### config.mk
export PLATFORM = sky130hd
export DESIGN_NAME = nand_gate_unit
export DESIGN_NICKNAME = d
export VERILOG_FILES = /design/src/rtl/nand_gate_unit.sv
export SDC_FILE = /design/constraint.sdc
export NUM_CORES = 1
export LEC_CHECK = 0
export BUFFER_PORTS_ARGS = -buffer_cell sky130_fd_sc_hd__buf_2
export CORE_AREA = 2 2 39 41
export DETAILED_ROUTE_END_ITERATION = 12
export DIE_AREA = 0 0 41 43
export MAX_ROUTING_LAYER = met4
export SYNTH_ARGS = -nofsm -noshare
export SYNTH_HDL_FRONTEND = slang
export SYNTH_SLANG_ARGS = --single-unit
export TNS_END_PERCENT = 5
### constraint.sdc
create_clock -name clk -period 2.6 [get_ports clk]
set_input_delay 0.26 -clock clk [delete_from_list [all_inputs] [get_ports clk]]
set_output_delay 0.26 -clock clk [all_outputs]
set_load 0.01 [all_outputs]
### src/rtl/nand_gate_unit.sv
// Registered WIDTH-lane NAND stage with valid/ready handshake; optional stats via NAND_GATE_UNIT_STATS_EN.
// Latency: 1 cycle from input accept to out_valid when the output register is free.
// Backpressure: output register plus one skid entry; in_ready is registered (skid empty) and is independent of out_ready.
module nand_gate_unit #(
    parameter int WIDTH = 1,
    parameter int CNT_W = 16
) (
    input  logic             clk,
    input  logic             rst,
    input  logic [WIDTH-1:0] a,
    input  logic [WIDTH-1:0] b,
    input  logic             in_valid,
    output logic             in_ready,
    output logic [WIDTH-1:0] y,
    output logic             y_all_one,
    output logic             out_valid,
    input  logic             out_ready
`ifdef NAND_GATE_UNIT_STATS_EN
    ,
    input  logic             stats_clr,
    output logic [CNT_W-1:0] beat_cnt,
    output logic [CNT_W-1:0] zero_lane_cnt
`endif
);

    logic [WIDTH-1:0] nand_res;
    logic             nand_all_one;
    logic             accept;
    logic             out_free;

    logic             skid_vld;
    logic [WIDTH-1:0] skid_y;
    logic             skid_all_one;

    assign nand_res     = ~(a & b);
    assign nand_all_one = &nand_res;

    assign in_ready = ~skid_vld;
    assign accept   = in_valid & ~skid_vld;
    // Output register can take a new beat when empty or draining this edge.
    assign out_free = ~out_valid | out_ready;

    always_ff @(posedge clk or posedge rst) begin
        if (rst) begin
            out_valid <= 1'b0;
            y         <= '0;
            y_all_one <= 1'b0;
        end else if (out_free) begin
            if (skid_vld) begin
                out_valid <= 1'b1;
                y         <= skid_y;
                y_all_one <= skid_all_one;
            end else if (accept) begin
                out_valid <= 1'b1;
                y         <= nand_res;
                y_all_one <= nand_all_one;
            end else begin
                out_valid <= 1'b0;
            end
        end
    end

    // Skid only fills when a beat arrives while the output is stalled;
    // accept cannot happen while skid is full, so draining just empties it.
    always_ff @(posedge clk or posedge rst) begin
        if (rst) begin
            skid_vld     <= 1'b0;
            skid_y       <= '0;
            skid_all_one <= 1'b0;
        end else if (out_free) begin
            skid_vld <= 1'b0;
        end else if (accept) begin
            skid_vld     <= 1'b1;
            skid_y       <= nand_res;
            skid_all_one <= nand_all_one;
        end
    end

`ifdef NAND_GATE_UNIT_STATS_EN
    logic out_xfer;
    assign out_xfer = out_valid & out_ready;

    always_ff @(posedge clk or posedge rst) begin
        if (rst) begin
            beat_cnt      <= '0;
            zero_lane_cnt <= '0;
        end else if (stats_clr) begin
            beat_cnt      <= '0;
            zero_lane_cnt <= '0;
        end else if (out_xfer) begin
            if (!(&beat_cnt))
                beat_cnt <= beat_cnt + CNT_W'(1);
            if (!y_all_one && !(&zero_lane_cnt))
                zero_lane_cnt <= zero_lane_cnt + CNT_W'(1);
        end
    end
`endif

endmodule

==> out/qor_table.md, run 1 <==
| Parameter | This run | Unit |
| --- | --- | --- |
| Run status | completed | - |
| Layer with the highest usage | met4 | - |
| Final Instance Area | 292 | µm² |
| Post-layout minimum cycle time | 1.14 | ns |
| Average size of a mapped cell | 11.2 | µm² |
| Portion of the post-synthesis area used by sequential elements | 49.7 | % |
| DRC errors left | 0 | - |
| Die Span X | 41 | µm |
| Transition time at the pin with the least slew margin | 0.141 | ns |
| Biggest cell delay along the critical path | 0.40 | ns |
| HPWL after detailed placement | 286 | µm |
| Unrepaired setup endpoints after global routing | false | - |
| Die H | 43 | µm |
| Fmax | 879 | MHz |
| Remaining max-slew budget at the tightest pin | 90.5 | % |
| I/O pin count | 10 | - |
| Worst-Skew Late Latency | 0.23 | ns |
| Required time of the worst setup path | 2.71 | ns |
| Clock Sink Count | 4 | - |
| Fin cells | 46 | - |
| Ratio of final minimum period to clock period | 43.8 | % |
| Number of nets with antenna violations after routing | 0 | - |
| Crit path capture type | register | - |
| Maxcap violations | 0 | - |
| Routed len/inst | 7.87 | µm |
| Post-layout utilization of the core | 21.1 | % |
| Average via count per standard cell | 3.33 | - |
| Element type at the critical path start | register | - |
| Met1 usage in global routing | 5.13 | % |
| Register bit total from synthesis | 4 | - |
| Antenna fix cells | 0 | - |
| Fraction of layout instances using a drive strength above 1 | 50.0 | % |
| Netlist cell types | 11 | - |
| Critical path arrival | 1.25 | ns |
| Worst-path maximum fanout | 5 | - |
| H-tree depth reported by CTS | 1 | - |
| Wirelength, routed | 362 | µm |
| Post-layout net count | 38 | - |
| Global-route track usage on met3 | 6.28 | % |
| Number of antenna violations at the first check in global routing | 0 | - |
| Number of global-route vias before repair | 142 | - |
| Post-CTS resize count | 0 | - |
| Critical-path top delay cell | sky130_fd_sc_hd__dfrtp_1 | - |
| Type of the worst min-delay path | input port to register | - |
| Clock Tree Buf Depth | 2 | - |
| Via count | 153 | - |
| First-pass DRT Iterations | 3 | - |
| Area of the placeable core | 1380 | µm² |
| Area growth from synthesis to layout | 44.7 | % |
| Power density normalized to cell area | 663 | nW/µm² |
| Total instance count after detailed placement | 42 | - |
| Global-route wire length before repair | 545 | µm |
| Site row count | 14 | - |
| Post-Place Cell Area | 259 | µm² |
| Worst-case vdd ir drop | 0.0884 | mV |
| Number of buffer cells added on primary ports | 9 | - |
| Clock transition at path regs | 0.04 | ns |
| Leak | 0.148 | nW |
| Synthesized net count | 24 | - |
| CTS Buf Count | 3 | - |
| Master cell of the clock root buffer | sky130_fd_sc_hd__clkbuf_4 | - |
| Total power | 0.193 | mW |
| Warnings from Yosys | 0 | - |
| Clk_skew | 0.00154 | ns |
| First-iteration detailed-routing DRC count | 1 | - |
| Setup TNS Final | 0 | ns |
| TritonCTS clock tree | built | - |
| Die ar. | 1760 | µm² |
| Weighted congestion reported at the end of routability-driven placement | 0.595 | - |
| Met2 GRT Util | 5.63 | % |
| Number of standard cells after synthesis | 18 | - |
| Netlist area before placement | 201 | µm² |
| Final count of negative-setup-slack endpoints | 0 | - |
| Sum of overflow across all layers after global routing | 0 | - |
| Slew Viols, Final | 0 | - |
| Initial Util | 14.6 | % |
| Cells traversed along the worst timing path | nor2b_1 -> nor2b_4 -> mux2_4 | - |
| Worst Setup Path Type | register to register | - |
| Pin count of the biggest net entering global routing | 6 | - |
| Overall global routing resource usage | 5.96 | % |
| Hold Vio Cnt, Final | 0 | - |
## state kept, by name (all words and copies together) (netlist names)
| signal | cells |
|---|---|
| out_valid | 1 |
| skid_vld | 1 |
| skid_y | 1 |
| y_all_one | 1 |
## logic make-up (layout without fill, tap and decap cells)
logic type / count (synthesis) / count (layout) / share of synthesized area, %
AOI/OAI and AO/OA: 3 / 3 / 11.2
muxes: 1 / 1 / 7.45
buffers and inverters: 3 / 15 / 7.46
DFF: 4 / 4 / 49.7
and+or+nand+nor: 7 / 7 / 24.2
## cell type report
cell class	count	area (µm²)
fill	152	1090
tap	16	20.0
timing repair buffer	10	55.1
clock buffer	3	22.5
multi-input combinational	11	86.3
sequential	4	100
inverter	2	7.51
## final timing paths
path                                      start               endpoint  slack [ns]  cells after the start
max                        skid_vld$_DFFE_PP0P_     skid_y$_DFFE_PP0P_        1.46                      3
min                                    in_valid  out_valid$_DFFE_PP0P_        0.26                      3
max reg2reg                skid_vld$_DFFE_PP0P_     skid_y$_DFFE_PP0P_        1.46                      3
min reg2reg                  skid_y$_DFFE_PP0P_     skid_y$_DFFE_PP0P_        0.52                      1
max in group asynchronous                   rst  out_valid$_DFFE_PP0P_        2.00                      3
min in group asynchronous                   rst     skid_y$_DFFE_PP0P_        0.45                      3
## report_power, final
| group | leakage [nW] | internal [mW] | switching [mW] |
|---|---|---|---|
| clock network | 0.0138 | 0.0514 | 0.0228 |
| registers | 0.0457 | 0.0718 | 0.00661 |
| logic | 0.0882 | 0.0233 | 0.0174 |
| total | 0.148 | 0.147 | 0.0468 |
## placed cells by master, fill, tap and decap left out
cell	synthesis	layout
sky130_fd_sc_hd__mux2_4	1	1
sky130_fd_sc_hd__nand2b_4	1	1
sky130_fd_sc_hd__buf_2	0	9
sky130_fd_sc_hd__clkbuf_4	0	3
sky130_fd_sc_hd__nand2_1	2	2
sky130_fd_sc_hd__nor2b_4	1	1
sky130_fd_sc_hd__inv_1	2	2
sky130_fd_sc_hd__dlygate4sd3_1	0	1
sky130_fd_sc_hd__nor2_1	2	2
sky130_fd_sc_hd__dfrtp_1	4	4
sky130_fd_sc_hd__nor2b_1	1	1
sky130_fd_sc_hd__a22o_1	2	2
sky130_fd_sc_hd__o21ai_0	1	1
## cells in the mapped netlist
library cell | count | area share (%)
sky130_fd_sc_hd__dfrtp_1 | 4 | 50
sky130_fd_sc_hd__a22o_1 | 2 | 8.7
sky130_fd_sc_hd__inv_1 | 2 | 3.7
sky130_fd_sc_hd__nand2_1 | 2 | 3.7
sky130_fd_sc_hd__nor2_1 | 2 | 3.7
sky130_fd_sc_hd__buf_4 | 1 | 3.7
sky130_fd_sc_hd__mux2_4 | 1 | 7.5
sky130_fd_sc_hd__nand2b_4 | 1 | 6.8
sky130_fd_sc_hd__nor2b_1 | 1 | 3.1
sky130_fd_sc_hd__nor2b_4 | 1 | 6.8
sky130_fd_sc_hd__o21ai_0 | 1 | 2.5
## timing repair
action | in CTS | in global routing
hold buffers | 1 | 0
setup buffers | 0 | 0
endpoints found under the hold margin | 4 | 0
## critical path, delay by kind of cell, from the launching register on
kind             cells  cell delay, ns
and+or+nand+nor      2            0.32
muxes                1            0.29
DFF                  1            0.40
## metal layers
metal | vias up | share of wire, %
met3 | 0 | 19
met2 | 10 | 37
met5 | - | 0
met4 | 0 | 0
li1 | 82 | -
met1 | 61 | 44
## stage by stage
stage / hold WS (ns) / setup WS (ns)
2_1_floorplan: 0.0261 / 1.51
3_5_place_dp: 0.148 / 1.47
6_report: 0.257 / 1.46
5_1_grt: 0.266 / 1.41
3_3_place_gp: 0.147 / 1.48
4_1_cts: 0.247 / 1.46
No activity file was read; power rests on OpenSTA's default activity.
==> inputs of run 2 (changes only) <==
==> constraint.sdc (replaced) <==
create_clock -name clk -period 1.18 [get_ports clk]
set_input_delay 0.118 -clock clk [delete_from_list [all_inputs] [get_ports clk]]
set_output_delay 0.118 -clock clk [all_outputs]
set_load 0.01 [all_outputs]
==> out/qor_table.md, run 2 (synthesis gave the netlist of run 1 again) <==
| Parameter | This run | Unit |
| --- | --- | --- |
| Fraction of layout instances using a drive strength above 1 | 51.6 | % |
| Clk_skew | 0.00466 | ns |
| Type of the worst min-delay path | input port to register | - |
| Clock transition at path regs | 0.04 | ns |
| First-iteration detailed-routing DRC count | 1 | - |
| Pin count of the biggest net entering global routing | 6 | - |
| Global-route wire length before repair | 676 | µm |
| Post-CTS resize count | 0 | - |
| Multi-input logic area | 86.3 | µm² |
| Wirelength, routed | 390 | µm |
| Remaining max-slew budget at the tightest pin | 89.1 | % |
| Overall global routing resource usage | 7.01 | % |
| Unrepaired setup endpoints after global routing | false | - |
| Worst-Skew Late Latency | 0.23 | ns |
| Setup TNS Final | 0 | ns |
| H-tree depth reported by CTS | 1 | - |
| Worst-case vdd ir drop | 0.352 | mV |
| I/O pin count | 10 | - |
| Die H | 43 | µm |
| Post-route setup slack | 0.0817 | ns |
| Die Span X | 41 | µm |
| Element type at the critical path start | register | - |
| Transition time at the pin with the least slew margin | 0.164 | ns |
| Area of the placeable core | 1380 | µm² |
| Area growth from synthesis to layout | 48.4 | % |
| Ratio of final minimum period to clock period | 93.1 | % |
| Critical path arrival | 1.21 | ns |
| Run status | completed | - |
| First-pass DRT Iterations | 2 | - |
| Most common cell after layout, fill and taps aside | sky130_fd_sc_hd__buf_2 | - |
| Clock Sink Count | 4 | - |
| CTS Buf Count | 3 | - |
| Fmax | 910 | MHz |
| Number of antenna violations at the first check in global routing | 0 | - |
| Total power | 0.433 | mW |
| Sum of overflow across all layers after global routing | 0 | - |
| Average via count per standard cell | 3.34 | - |
| Crit path capture type | register | - |
| Leak | 0.153 | nW |
| Clock Tree Buf Depth | 2 | - |
| Worst-path maximum fanout | 2 | - |
| Die ar. | 1760 | µm² |
| DRC errors left | 0 | - |
| Routed len/inst | 8.30 | µm |
| Required time of the worst setup path | 1.30 | ns |
| Worst Setup Path Type | register to register | - |
| Final count of negative-setup-slack endpoints | 0 | - |
| Top library cells by usage in the layout, fill and taps aside | sky130_fd_sc_hd__buf_2 (9), sky130_fd_sc_hd__dfrtp_1 (4), sky130_fd_sc_hd__clkbuf_4 (3) | - |
| Via count | 157 | - |
| Power density normalized to cell area | 1450 | nW/µm² |
| Maxcap violations | 0 | - |
| Number of inserted filler cells in the final layout | 148 | - |
| Antenna fix cells | 0 | - |
| Weighted congestion reported at the end of routability-driven placement | 0.626 | - |
| Worst slack at placement | 0.0748 | ns |
| Site row count | 14 | - |
| Hold Vio Cnt, Final | 0 | - |
| HPWL after detailed placement | 301 | µm |
| Initial Util | 14.6 | % |
| Slew Viols, Final | 0 | - |
| Number of global-route vias before repair | 160 | - |
| Master cell of the clock root buffer | sky130_fd_sc_hd__clkbuf_4 | - |
| Number of buffer cells added on primary ports | 9 | - |
| TritonCTS clock tree | built | - |
| Register area | 100 | µm² |
| Post-layout net count | 39 | - |
| Post-layout minimum cycle time | 1.10 | ns |
| Number of nets with antenna violations after routing | 0 | - |
-- run 2: changes by cell type in the layout (fill, tap and decap cells not counted), sizes merged --
cell / change
buf: +1
-- run 2: final timing paths --
| kind | start | end | slack, ns | cells past startpoint |
|---|---|---|---|---|
| min in group asynchronous | rst | skid_y$_DFFE_PP0P_ | 0.31 | 3 |
| worst max register to register | skid_vld$_DFFE_PP0P_ | skid_y$_DFFE_PP0P_ | 0.08 | 3 |
| worst min register to register | skid_y$_DFFE_PP0P_ | skid_y$_DFFE_PP0P_ | 0.51 | 1 |
| worst min-delay path | in_valid | out_valid$_DFFE_PP0P_ | 0.12 | 3 |
| worst max-delay path | skid_vld$_DFFE_PP0P_ | skid_y$_DFFE_PP0P_ | 0.08 | 3 |
| max in group asynchronous | rst | out_valid$_DFFE_PP0P_ | 0.71 | 3 |
-- run 2: metal layers --
metal	wire length, µm	GRT usage, %	share of wire [%]	vias to the layer above
li1	-	-	-	84
met1	189	7.12	48	63
met2	148	6.88	38	10
met3	52	4.71	13	0
met4	0	10.0	0	0
met5	0	-	0	-
-- run 2: power by group --
group          leakage, nW  switching, mW  internal [mW]
combinational       0.0933         0.0414         0.0546
clock               0.0138         0.0532          0.114
sequential          0.0457         0.0118          0.158
-- run 2: area by class of cell --
type | count | area share, %
Clock buffer | 3 | 7.53
Inverter | 2 | 2.51
Multi-Input combinational cell | 11 | 28.9
Sequential cell | 4 | 33.5
Tap cell | 16 | 6.69
Timing Repair Buffer | 11 | 20.9
-- run 2: worst max-delay path: stages (launching register included) --
cell and delay (ns):
sky130_fd_sc_hd__dfrtp_1 0.37, sky130_fd_sc_hd__nor2b_1 0.15, sky130_fd_sc_hd__nor2b_4 0.17, sky130_fd_sc_hd__mux2_4 0.30
-- run 2: stage by stage --
stage | hold slack (ns) | instance area [µm²] | util (%) | std cells
detailed placement | 0.00955 | 267 | 19.3 | 43
global route | 0.131 | 299 | 21.6 | 47
floorplan | -0.116 | 201 | - | 18
finish | 0.125 | 299 | 21.6 | 47
CTS | 0.117 | 299 | 21.6 | 47
global placement | 0.00828 | 267 | 19.3 | 43
-- run 2: timing repair --
action | CTS | global route
hold buffers | 1 | 0
endpoints found under the setup margin | 0 | 0
hold endpoints to repair | 4 | 0
buffers inserted | 0 | 0
